$ cat config.mk
export PLATFORM = sky130hd
export DESIGN_NAME = channel_voice_synth
export DESIGN_NICKNAME = d
export VERILOG_FILES = /design/src/rtl/channel_voice_synth.sv
export SDC_FILE = /design/constraint.sdc
export NUM_CORES = 1
export LEC_CHECK = 0
export ABC_AREA = 1
export BUFFER_PORTS_ARGS = -buffer_cell sky130_fd_sc_hd__buf_2
export CAP_MARGIN = 20
export CORE_MARGIN = 5
export CORE_UTILIZATION = 57
export CTS_BUF_LIST = sky130_fd_sc_hd__clkbuf_8 sky130_fd_sc_hd__clkbuf_16
export CTS_CLUSTER_DIAMETER = 30
export DETAILED_ROUTE_END_ITERATION = 12
export PLACE_DENSITY = 0.77
export SLEW_MARGIN = 20
export SYNTH_ARGS = -nofsm -noshare
export SYNTH_HDL_FRONTEND = slang
export SYNTH_SLANG_ARGS = --single-unit
$ cat constraint.sdc
create_clock -name clock -period 3.45 [get_ports clock]
set_input_delay 0.1725 -clock clock [delete_from_list [all_inputs] [get_ports clock]]
set_output_delay 0.1725 -clock clock [all_outputs]
set_load 0.02 [all_outputs]
$ cat src/rtl/channel_voice_synth.sv
`timescale 1ns/1ps
// channel_voice_synth
//   Two-voice burst synthesiser driven by the channel sequencer trigger bus.
//   Each trigger bit starts (or restarts) a decaying square-wave burst on its
//   voice. The two voice levels are summed with saturation. A free-running
//   sample divider then captures the sum into a valid/ready output register
//   for the codec write path.
//
// Ports
//   clock         system clock
//   resetn        asynchronous active-low reset
//   playEn        1 = accept triggers, 0 = ignore new triggers (running bursts finish)
//   trig[1:0]     one-cycle step triggers, bit i starts voice i
//   sample[31:0]  signed mixed sample (two's complement), held while valid and not ready
//   sample_valid  sample register holds an unaccepted sample
//   sample_ready  codec can take a sample this cycle
//   active[1:0]   per-voice burst in progress
//   overrun       sticky: a sample tick arrived while the previous sample was unaccepted
module channel_voice_synth #(
    parameter int          HALF_PER0   = 113636,
    parameter int          HALF_PER1   = 56818,
    parameter int          BURST_LEN   = 5000000,
    parameter logic [31:0] AMP_INIT    = 32'h1000_0000,
    parameter int          DECAY_DIV   = 250000,
    parameter int          DECAY_SHIFT = 3,
    parameter int          SAMPLE_DIV  = 1042
) (
    input  logic        clock,
    input  logic        resetn,
    input  logic        playEn,
    input  logic [1:0]  trig,
    output logic [31:0] sample,
    output logic        sample_valid,
    input  logic        sample_ready,
    output logic [1:0]  active,
    output logic        overrun
);

    typedef enum logic {
        IDLE = 1'b0,
        RING = 1'b1
    } voice_state_t;

    logic signed [31:0] voice_level [2];

    genvar gi;
    generate
        for (gi = 0; gi < 2; gi++) begin : g_voice
            localparam int HALF_PER = (gi == 0) ? HALF_PER0 : HALF_PER1;

            voice_state_t state_reg, state_next;
            logic [31:0]  amp_reg, amp_next;
            logic [31:0]  burst_cnt_reg, burst_cnt_next;
            logic [31:0]  half_cnt_reg, half_cnt_next;
            logic [31:0]  decay_cnt_reg, decay_cnt_next;
            logic         phase_reg, phase_next;
            logic         start;

            assign start = trig[gi] & playEn;

            always_ff @(posedge clock or negedge resetn) begin
                if (!resetn) begin
                    state_reg     <= IDLE;
                    amp_reg       <= '0;
                    burst_cnt_reg <= '0;
                    half_cnt_reg  <= '0;
                    decay_cnt_reg <= '0;
                    phase_reg     <= 1'b1;
                end else begin
                    state_reg     <= state_next;
                    amp_reg       <= amp_next;
                    burst_cnt_reg <= burst_cnt_next;
                    half_cnt_reg  <= half_cnt_next;
                    decay_cnt_reg <= decay_cnt_next;
                    phase_reg     <= phase_next;
                end
            end

            always_comb begin
                state_next     = state_reg;
                amp_next       = amp_reg;
                burst_cnt_next = burst_cnt_reg;
                half_cnt_next  = half_cnt_reg;
                decay_cnt_next = decay_cnt_reg;
                phase_next     = phase_reg;
                // A trigger reloads everything from either state, so it also
                // takes priority over the end-of-burst condition.
                if (start) begin
                    state_next     = RING;
                    amp_next       = AMP_INIT;
                    burst_cnt_next = 32'(BURST_LEN - 1);
                    half_cnt_next  = 32'(HALF_PER - 1);
                    decay_cnt_next = 32'(DECAY_DIV - 1);
                    phase_next     = 1'b1;
                end else begin
                    case (state_reg)
                        IDLE: begin
                            state_next = IDLE;
                        end
                        RING: begin
                            if (burst_cnt_reg == '0 || amp_reg == '0) begin
                                state_next = IDLE;
                            end else begin
                                burst_cnt_next = burst_cnt_reg - 32'd1;
                                if (half_cnt_reg == '0) begin
                                    half_cnt_next = 32'(HALF_PER - 1);
                                    phase_next    = ~phase_reg;
                                end else begin
                                    half_cnt_next = half_cnt_reg - 32'd1;
                                end
                                if (decay_cnt_reg == '0) begin
                                    decay_cnt_next = 32'(DECAY_DIV - 1);
                                    amp_next       = amp_reg - (amp_reg >> DECAY_SHIFT);
                                end else begin
                                    decay_cnt_next = decay_cnt_reg - 32'd1;
                                end
                            end
                        end
                        default: state_next = IDLE;
                    endcase
                end
            end

            assign active[gi]      = (state_reg == RING);
            assign voice_level[gi] = (state_reg != RING) ? 32'sd0 :
                                     (phase_reg ? $signed(amp_reg) : -$signed(amp_reg));
        end
    endgenerate

    // Mix in 33 bits; a disagreement between the top two bits means the
    // true sum does not fit in 32 bits, so clamp toward the sign of the sum.
    logic [32:0] mix_wide;
    logic [31:0] mix_sat;

    assign mix_wide = {voice_level[0][31], voice_level[0]} +
                      {voice_level[1][31], voice_level[1]};

    always_comb begin
        mix_sat = mix_wide[31:0];
        if (mix_wide[32] != mix_wide[31]) begin
            mix_sat = mix_wide[32] ? 32'h8000_0000 : 32'h7FFF_FFFF;
        end
    end

    // Free-running sample divider, independent of voice activity.
    logic [31:0] tick_cnt_reg;
    logic        tick;

    assign tick = (tick_cnt_reg == 32'(SAMPLE_DIV - 1));

    always_ff @(posedge clock or negedge resetn) begin
        if (!resetn) begin
            tick_cnt_reg <= '0;
        end else begin
            tick_cnt_reg <= tick ? '0 : tick_cnt_reg + 32'd1;
        end
    end

    // Output register: a tick only loads when the register is free or is
    // being emptied this very cycle; otherwise the new sample is dropped.
    logic [31:0] sample_reg;
    logic        valid_reg;
    logic        overrun_reg;

    always_ff @(posedge clock or negedge resetn) begin
        if (!resetn) begin
            sample_reg  <= '0;
            valid_reg   <= 1'b0;
            overrun_reg <= 1'b0;
        end else begin
            if (valid_reg) begin
                if (sample_ready) begin
                    if (tick) begin
                        sample_reg <= mix_sat;
                    end else begin
                        valid_reg <= 1'b0;
                    end
                end else if (tick) begin
                    overrun_reg <= 1'b1;
                end
            end else if (tick) begin
                sample_reg <= mix_sat;
                valid_reg  <= 1'b1;
            end
        end
    end

    assign sample       = sample_reg;
    assign sample_valid = valid_reg;
    assign overrun      = overrun_reg;

endmodule

* Yosys cells after proc, flatten, opt, wreduce, memory -nomap -nowiden
Cells that the tools add are included.
** Storage, ports and cells
- Register bits after elaboration :: 326
- Latch bits :: 0
- RAM bits :: 0
- ROM bits :: 0
- Bits of input ports :: 6
- Output and inout port bits :: 36
- Word-level logic and storage cells :: 120
- Memories kept :: 0
** Operators by class
- Add/sub/neg operators :: 12
- $mul :: 0
- Divide/modulo/power cells :: 0
- Magnitude comparators :: 0
- Equality and inequality tests :: 5
- Shift operators :: 0
- Multiplexer cells :: 57
- Bitwise gates (word level) :: 7
- Reduce and logical (&&, ||, !) cells :: 23
** Operators with widths (count)
- 32-bit 2-to-1 mux :: 40
- 32-bit logical NOT :: 8
- 32-bit by 1-bit subtractor with 32-bit output, second input constant :: 6
- 32-bit negation :: 2
- 32-bit by 29-bit subtractor with 32-bit output :: 2
- 32-bit by 32-bit adder with 33-bit output :: 1
- 32-bit by 1-bit adder with 32-bit output, second input constant :: 1
- 32-bit by 11-bit equality test with 1-bit output, second input constant :: 1
- 1-bit 2-to-1 mux :: 15
- 3-bit AND reduction :: 5
- 2-bit nonzero test :: 6
- 2-bit != test, second input constant :: 3
- 1-bit inverter :: 5
- 1-bit one-hot mux with 2 select lines :: 2
- 2-bit AND reduction :: 2
- 1-bit AND :: 2
- 1-bit logical OR :: 2
- 1-bit != test :: 1

* Depth between registers and ports, before layout
Gate-level depths: netlist of run 1.
- Depth in word-level cells :: 9
- Gate-level depth with buffers :: 27
- Mapped depth without buffers :: 26

* Worst setup path before layout of run 1
No wires, ideal clock.
- Kind :: reg-to-reg
- Start point :: reg g_voice[0].amp_reg[1]
- End point :: reg sample_reg[21] (netlist: sample[21])
- Library setup time :: 124 ps
- Data arrival time :: 3189 ps
- Data required time :: 3326 ps
- Setup slack :: 137 ps
- Cell stages (with the launch flop) :: 24
- Path buffers :: 1
- Period minus slack after synthesis :: 3313 ps
- Cells stage by stage :: dfrtp_1 > inv_1 > ha_1 > nand4_1 > nor2_1 > nand2_1 > nor3_1 > nand3_1 > nand2_1 > nand2_1 > o21ai_0 > a21oi_1 > ha_1 > nand2_1 > nand2_1 > a21oi_1 > nand2_1 > a21oi_1 > nand2_1 > nand2_1 > nand2_1 > a21oi_2 > buf_2 > a21oi_1
** On the way
- Cells in the longest elaborated chain, start to end :: 9
- Elaborated cells on any way between the ends :: 10
- Those cells by class :: add/sub: 2; eq/ne: 1; mux: 7
** RTL lines
- start, declared :: RTL line 52 : logic [31:0] amp_reg, amp_next;
- start signal, assigned :: RTL line 71 : amp_reg <= amp_next;
- 32-bit negation :: RTL line 126 : (phase_reg ? $signed(amp_reg) : -$signed(amp_reg));
- 32-bit 2-to-1 mux (*) :: RTL line 126
- 32-bit 2-to-1 mux (*) :: RTL line 125 : assign voice_level[gi] = (state_reg != RING) ? 32'sd0 :
- 32-bit by 32-bit adder with 33-bit output (*) :: RTL line 135 : assign mix_wide = {voice_level[0][31], voice_level[0]} +
- 32-bit 2-to-1 mux / 1-bit != test (equally long branches) :: RTL line 141, 140
- 32-bit 2-to-1 mux (*) :: RTL line 140 : if (mix_wide[32] != mix_wide[31]) begin
- 32-bit 2-to-1 mux (*) :: RTL line 173, 181
- 32-bit 2-to-1 mux :: RTL line 172 : if (sample_ready) begin
- 32-bit 2-to-1 mux (*) :: RTL line 171 : if (valid_reg) begin
- end signal, assigned :: RTL line 174 : sample_reg <= mix_sat;
- end signal, assigned :: RTL line 182 : sample_reg <= mix_sat;
- end, declared :: RTL line 161 : logic [31:0] sample_reg;
Every way passes the cells marked *; elsewhere a longest branch is shown, timed or not. The select of a mux whose other input is x is not followed.
A chain may end at the register's enable or synchronous reset.

* Worst setup path in the final report of run 1
- Start point :: reg g_voice[0].amp_reg[2]
- End point :: reg sample_reg[6] (netlist: sample[6])
The elaborated chain is that of the path after synthesis.

==> results.tsv, run 1 <==
stage	metric	value	unit
logic_synthesis	ys_ff_latch	326	
grt	grt_max_degree	93	
logic_synthesis	synth_edf_count	0	
timing	timing.final.ws_setup	-0.3101	ns
timing	drv_slew	0	
place	globalplace.congestion	0.9879	
pwr	power_switching	10.21	mW
floorplanning	die_area	48160	um^2
timing	timing.fmax	266.0	MHz
clock_network	clk_pin_slew	0.05	ns
logic_synthesis	yosysWarnings	0	
hold_path	hold_class	input port to asynchronous set/reset pin	
clock_network	numCtsBuffers	85	
logic_synthesis	synth_cell_types	57	
cells_and_area	multiInputGateArea	15440	um^2
pwr	p_comb_frac	0.474	
setup_path	path_max_fanout	8	
setup_path	critPathRequiredTime	3.93	ns
route	drt_iter0_markers	2328	
setup_path	crit_type	register to register	
pwr	leakage	15.52	nW
place	post-place-ws	-0.3000	ns
floorplanning	die_x	219.5	um
cells_and_area	antennaDiodeCount	0	
setup_path	crit_path_start_kind	register	
logic_synthesis	synth-simple-area-share	0.3445	
cells_and_area	final_core_util	0.7175	
logic_synthesis	synthXorXnorAreaFrac	0.06444	
logic_synthesis	synth-adder-area-share	0.05443	
grt	antenna_found_initial	3	
place	dp.cells	4419	
cells_and_area	nets	4089	
logic_synthesis	synthCells	3709	
clock_network	cts.sinks	326	
pwr	p_seq_frac	0.189	
timing	clock_skew	0.02469	ns
timing	setup_viol	32	
run	maxCapViolations	0	
logic_synthesis	syn_nets	3822	
cells_and_area	register_area	8160	um^2
route	num_vias	26220	
setup_path	arrival	4.24	ns
timing	final.period_utilization	1.090	
clock_network	clock_latency	0.62	ns
floorplanning	die_h	219.5	um
logic_synthesis	synth_compound_area_frac	0.1288	
logic_synthesis	synth_mux_area_frac	0	
pwr	p_clk_frac	0.337	
cells_and_area	fillCellCount	3543	
route	via_per_inst	5.660	
timing	fin_setup_tns	-8.299	ns
setup_path	worstSetupEndpointType	register	
clock_network	h-tree-depth	3	
pwr	worst_ir_drop_vdd	0.0005848	V
place	dp_hpwl	53530	um
floorplanning	io_pins	42	
place	io_buffers	41	
pwr	power_density	794.7	nW/um^2
pwr	internal_power	14.46	mW
route	drc	0	
logic_synthesis	synthFlopType	dfrtp_1	
logic_synthesis	async_reset_ff_frac	1.000	
clock_network	cts_buffer_depth	3	
timing	tightest_slew	1.045	ns
logic_synthesis	seq_area_frac_synth	0.3263	
clock_network	cts_tree	done	
status	status	finished with violations	
pwr	swShare	0.4138	
timing	fin_crit	3.760	ns
logic_synthesis	synth_top_family_by_area	simple AND/OR/NAND/NOR gates	
timing	rsz0062_at_grt	yes	
setup_path	crit_start	g_voice[0].amp_reg[2]	
floorplanning	core-area	43270	um^2
cells_and_area	layout-drive-gt1-share	0.1576	
cells_and_area	stdcell_count	4632	
floorplanning	initial_core_util	0.5780	
route	post_drt_wl_per_cell	16.44	um
route	drt_wl_total	76160	um
grt	grt_use_total	0.3078	
cells_and_area	areaGrowthSynthToFinish	24.12	%
grt	grt_pass1_vias	24900	
route	detail-route-antenna-nets	0	
timing	maxSlewHeadroom	0.3008	
logic_synthesis	syn_avg_cell_area	6.743	um^2
logic_synthesis	synth_area	25010	um^2
setup_path	r2r-start	g_voice[0].amp_reg[2]	
grt	overflow	0	
floorplanning	rows	76	
clock_network	clockRootBuffer	clkbuf_16	
grt	grt_first_pass_wirelength	122300	um
status	violations	negative setup slack	
timing	finalHoldViolCount	0	
route	dr.pass1.iters	5	
synth_stat cells (4+ instances only):
master | number | area [um^2]
a21boi_0 | 4 | 30.03
a21o_1 | 6 | 45.04
a21oi_1 | 222 | 1111
a31oi_1 | 11 | 68.82
buf_2 | 33 | 165.2
buf_4 | 8 | 60.06
buf_6 | 12 | 135.1
clkbuf_1 | 29 | 108.9
dfrtp_1 | 324 | 8108
ha_1 | 104 | 1301
inv_1 | 388 | 1456
inv_2 | 21 | 78.83
nand2_1 | 899 | 3374
nand2_2 | 8 | 50.05
nand3_1 | 247 | 1236
nand3_2 | 5 | 50.05
nand3b_1 | 10 | 75.07
nand4_1 | 99 | 619.3
nor2_1 | 578 | 2170
nor2_2 | 12 | 75.07
nor3_1 | 79 | 395.4
nor3_2 | 5 | 50.05
nor4_1 | 36 | 225.2
o211ai_1 | 7 | 52.55
o21a_1 | 15 | 112.6
o21ai_0 | 176 | 880.8
o21ai_1 | 40 | 200.2
o21bai_1 | 13 | 97.59
o22ai_1 | 38 | 237.7
o31ai_1 | 42 | 315.3
or2_1 | 4 | 25.02
or2_2 | 10 | 62.56
xnor2_1 | 42 | 367.9
xor2_1 | 142 | 1244
cell families (layout without fill, tap and decap cells):
logic type               Yosys count  in the layout
AO/OA/AOI/OAI                    581            581
flip-flops                       326            326
XOR/XNOR                         184            184
adder cells (fa/ha/maj)          107            107
AND/OR/NAND/NOR                 2012           2012
buffers and inverters            499            837
through the flow:
step	power, mW	hold slack, ns	instance area, um^2
3_3_place_gp	14.26	0.1084	26830
5_1_grt	26.07	0.09079	31040
4_1_cts	23.54	0.06088	30650
2_1_floorplan	11.33	-0.1231	25010
3_5_place_dp	14.38	0.1063	26830
6_report	24.67	0.06345	31040
repair_timing:
action	in CTS	in global routing
endpoints found under the setup margin	32	32
resized for setup	118	67
hold buffers	2	0
gates cloned	3	2
setup buffers	31	19
pin swaps	23	44
hold endpoints to repair	248	0
cell type report:
class	count	area share
timing repair buffer	265	0.06727
clock buffer	106	0.07892
tap	585	0.02358
inverter	414	0.05022
multi-input combinational	2884	0.4974
clock inverter	52	0.01975
sequential	326	0.2629
path summary, 6_finish.rpt:
kind	slack [ns]	to	cells after the start
max	-0.31	sample[6]	23
min	0.06	g_voice[1].half_cnt_reg[14]	2
max reg2reg	-0.31	sample[6]	23
min reg2reg	0.48	overrun	1
max in group asynchronous	2.44	g_voice[0].half_cnt_reg[13]	3
min in group clock	0.25	g_voice[1].burst_cnt_reg[9]	4
critical path: stages (launching register included):
cell	delay, ns
dfrtp_1	0.41
nor3_2	0.27
nand2_2	0.11
nor3_4	0.25
nand2_1	0.10
nand2_1	0.10
o21a_1	0.17
o21ai_0	0.11
a21oi_1	0.25
ha_1	0.33
nand2_2	0.12
inv_1	0.05
nand2_1	0.06
nand2_1	0.07
a21oi_2	0.15
nand2_2	0.12
nand2_2	0.13
nand2_2	0.08
nand2_2	0.10
nand2_4	0.06
a21oi_4	0.18
buf_6	0.17
buf_12	0.15
a21oi_2	0.05
per-layer routing:
metal / share of wire / vias to the layer above / GRT usage
met4: 0.043 / 6 / 0.1227
met5: 0.00050 / - / 0
li1: - / 12820 / -
met3: 0.066 / 245 / 0.06059
met2: 0.46 / 917 / 0.5003
met1: 0.43 / 12230 / 0.4063
power by group through the flow:
stage	Sequential (mW)	Clock [mW]	Combinational, mW
floorplan	4.62	0	6.72
global placement	4.69	0	9.56
detailed placement	4.70	0	9.68
CTS	4.66	8.40	10.5
global route	4.72	8.62	12.7
finish	4.67	8.32	11.7
placed cells by master, fill, tap and decap left out, drive strengths merged, types with 13 or more instances in the layout:
master,count
o21bai,13
buf,261
xnor2,42
o21ai,219
a21oi,223
nor2,594
clkbuf,108
or2,15
nand2,909
inv,419
o21a,15
xor2,142
o22ai,38
ha,104
clkinv,26
nand4,101
nand3,252
nor3,85
dfrtp,324
o31ai,42
nor4,37
No activity file was read; power rests on OpenSTA's default activity.
==> inputs of run 2 (changes only) <==
--- a/config.mk
+++ b/config.mk
@@ -8,12 +8,12 @@
 export ABC_AREA = 1
 export BUFFER_PORTS_ARGS = -buffer_cell sky130_fd_sc_hd__buf_2
 export CAP_MARGIN = 20
-export CORE_MARGIN = 5
+export CORE_MARGIN = 10
 export CORE_UTILIZATION = 57
 export CTS_BUF_LIST = sky130_fd_sc_hd__clkbuf_8 sky130_fd_sc_hd__clkbuf_16
 export CTS_CLUSTER_DIAMETER = 30
 export DETAILED_ROUTE_END_ITERATION = 12
-export PLACE_DENSITY = 0.77
+export PLACE_DENSITY = 0.76
 export SLEW_MARGIN = 20
 export SYNTH_ARGS = -nofsm -noshare
 export SYNTH_HDL_FRONTEND = slang
==> results.tsv, run 2 (same netlist as run 1, synthesis figures left out) <==
stage	metric	value	unit
status	status	finished with violations	
status	violations	negative setup slack	
floorplanning	die_area	52650	um^2
setup_path	critPathRequiredTime	3.99	ns
clock_network	h-tree-depth	3	
pwr	power_density	796.8	nW/um^2
setup_path	worst_path_max_delay_cell	dfrtp_1	
timing	final.period_utilization	1.082	
setup_path	path_max_fanout	8	
setup_path	crit_path_max_incr_delay	0.41	ns
floorplanning	io_pins	42	
timing	tightest_slew	0.9939	ns
setup_path	path_buf_inv	4	
clock_network	clockRootBuffer	clkbuf_16	
timing	clock_skew	0.06010	ns
timing	maxSlewHeadroom	0.3349	
cells_and_area	final_common_cell	nand2_1	
grt	grt_max_degree	82	
cells_and_area	areaGrowthSynthToFinish	24.65	%
route	detail-route-antenna-nets	0	
place	dp.cells	4435	
grt	grt_pass1_vias	24950	
route	via_per_inst	5.627	
grt	overflow	0	
route	post_drt_wl_per_cell	16.34	um
clock_network	clock_latency	0.66	ns
setup_path	cp_top_family	simple AND/OR/NAND/NOR gates	
clock_network	clk_pin_slew	0.05	ns
setup_path	cp_common_cell	nand2_2	
cells_and_area	layout-drive-gt1-share	0.1615	
place	globalplace.congestion	0.9788	
timing	timing.fmax	267.9	MHz
setup_path	worstSetupEndpointType	register	
timing	finalHoldViolCount	0	
route	drc	0	
grt	grt_first_pass_wirelength	123400	um
clock_network	numCtsBuffers	80	
floorplanning	die_x	229.5	um
setup_path	crit_type	register to register	
cells_and_area	nets	4103	
route	drt_wl_total	75840	um
cells_and_area	stdcell_count	4641	
setup_path	crit_path_start_kind	register	
hold_path	hold_class	input port to register	
cells_and_area	layout.cells.most_common_list	nand2_1 (856), nor2_1 (559), inv_1 (385)	
floorplanning	initial_core_util	0.5780	
timing	setup_viol	32	
cells_and_area	fillCellCount	3511	
clock_network	cts_buffer_depth	3	
run	maxCapViolations	0	
timing	drv_slew	0	
grt	antenna_found_initial	1	
timing	rsz0062_at_grt	yes	
pwr	leakage	15.57	nW
place	dp_hpwl	53890	um
place	io_buffers	41	
clock_network	cts_tree	done	
timing	timing.final.ws_setup	-0.2830	ns
floorplanning	die_h	229.5	um
floorplanning	rows	76	
pwr	worst_ir_drop_vdd	0.0004935	V
timing	fin_setup_tns	-7.175	ns
route	num_vias	26120	
grt	grt_use_total	0.2792	
clock_network	cts.sinks	326	
setup_path	arrival	4.27	ns
route	dr.pass1.iters	7	
timing	fin_crit	3.733	ns
route	drt_iter0_markers	2330	
floorplanning	core-area	43270	um^2
## run 2: power by group
| part | switching [mW] | internal, mW |
|---|---|---|
| combinational | 7.25 | 4.64 |
| sequential | 0.418 | 4.26 |
| clock | 2.58 | 5.69 |
## run 2: final timing paths
kind | slack, ns | cells after the start | to | from
min | 0.10 | 4 | g_voice[0].burst_cnt_reg[2] | trig[0]
min reg2reg | 0.47 | 1 | overrun | overrun
min in group asynchronous | 0.12 | 2 | g_voice[1].amp_reg[3] | resetn
max | -0.28 | 25 | sample[11] | g_voice[0].amp_reg[1]
max reg2reg | -0.28 | 25 | sample[11] | g_voice[0].amp_reg[1]
max in group asynchronous | 2.37 | 3 | g_voice[1].burst_cnt_reg[11] | resetn
## run 2: what timing repair did
| item | in CTS | in global routing |
|---|---|---|
| pin swaps | 52 | 69 |
| gates cloned | 5 | 1 |
| buffers inserted | 37 | 14 |
| setup endpoints to repair | 32 | 32 |
| endpoints found under the hold margin | 75 | 0 |
| hold buffers | 2 | 0 |
| resized for setup | 130 | 64 |
## run 2: layer usage
layer,wire [um],track usage,vias up
met5,0,0,-
met4,2657,0.1076,0
met3,4652,0.04883,209
met2,35450,0.4594,901
met1,33070,0.3594,12170
li1,-,-,12840
## run 2: layout make-up
type,instances,area (um^2),area share
clock inverter,57,867.1,0.02781
multi-input combinational,2884,15470,0.4963
sequential,326,8160,0.2618
inverter,414,1559,0.05001
timing repair buffer,284,2243,0.07196
tap,585,732.0,0.02348
antenna,1,2.502,0.00008027
clock buffer,90,2140,0.06863
## run 2: worst reg2reg max path, stage by stage (launching register included)
cell and delay, ns:
dfrtp_1 0.41, inv_2 0.11, ha_4 0.15, nand4_1 0.13, nor2_2 0.16, nand2_2 0.10
nor3_2 0.17, buf_4 0.16, nand3_2 0.06, nand2_2 0.10, nand2_2 0.06, o21ai_1 0.12
a21oi_1 0.06, ha_1 0.37, nand2_1 0.12, nor2_2 0.14, nand2_1 0.12, nor2_2 0.20
nand2_4 0.09, nand2_2 0.08, nand2_2 0.07, nand2_4 0.07, a21oi_4 0.06, buf_6 0.15
buf_12 0.15, a21oi_2 0.19
## run 2: stage by stage
| stage | total power, mW | instance area, um^2 | setup WS (ns) | utilization | hold slack [ns] |
|---|---|---|---|---|---|
| 2_1_floorplan | 11.33 | 25010 | 0.1374 | - | -0.1231 |
| 3_3_place_gp | 14.33 | 26930 | -0.1809 | 0.6224 | 0.2132 |
| 3_5_place_dp | 14.44 | 26930 | -0.2877 | 0.6224 | 0.2115 |
| 4_1_cts | 24.10 | 30810 | -0.1145 | 0.7121 | 0.09231 |
| 5_1_grt | 26.36 | 31170 | -0.4746 | 0.7205 | 0.1125 |
| 6_report | 24.84 | 31170 | -0.2830 | 0.7205 | 0.1014 |
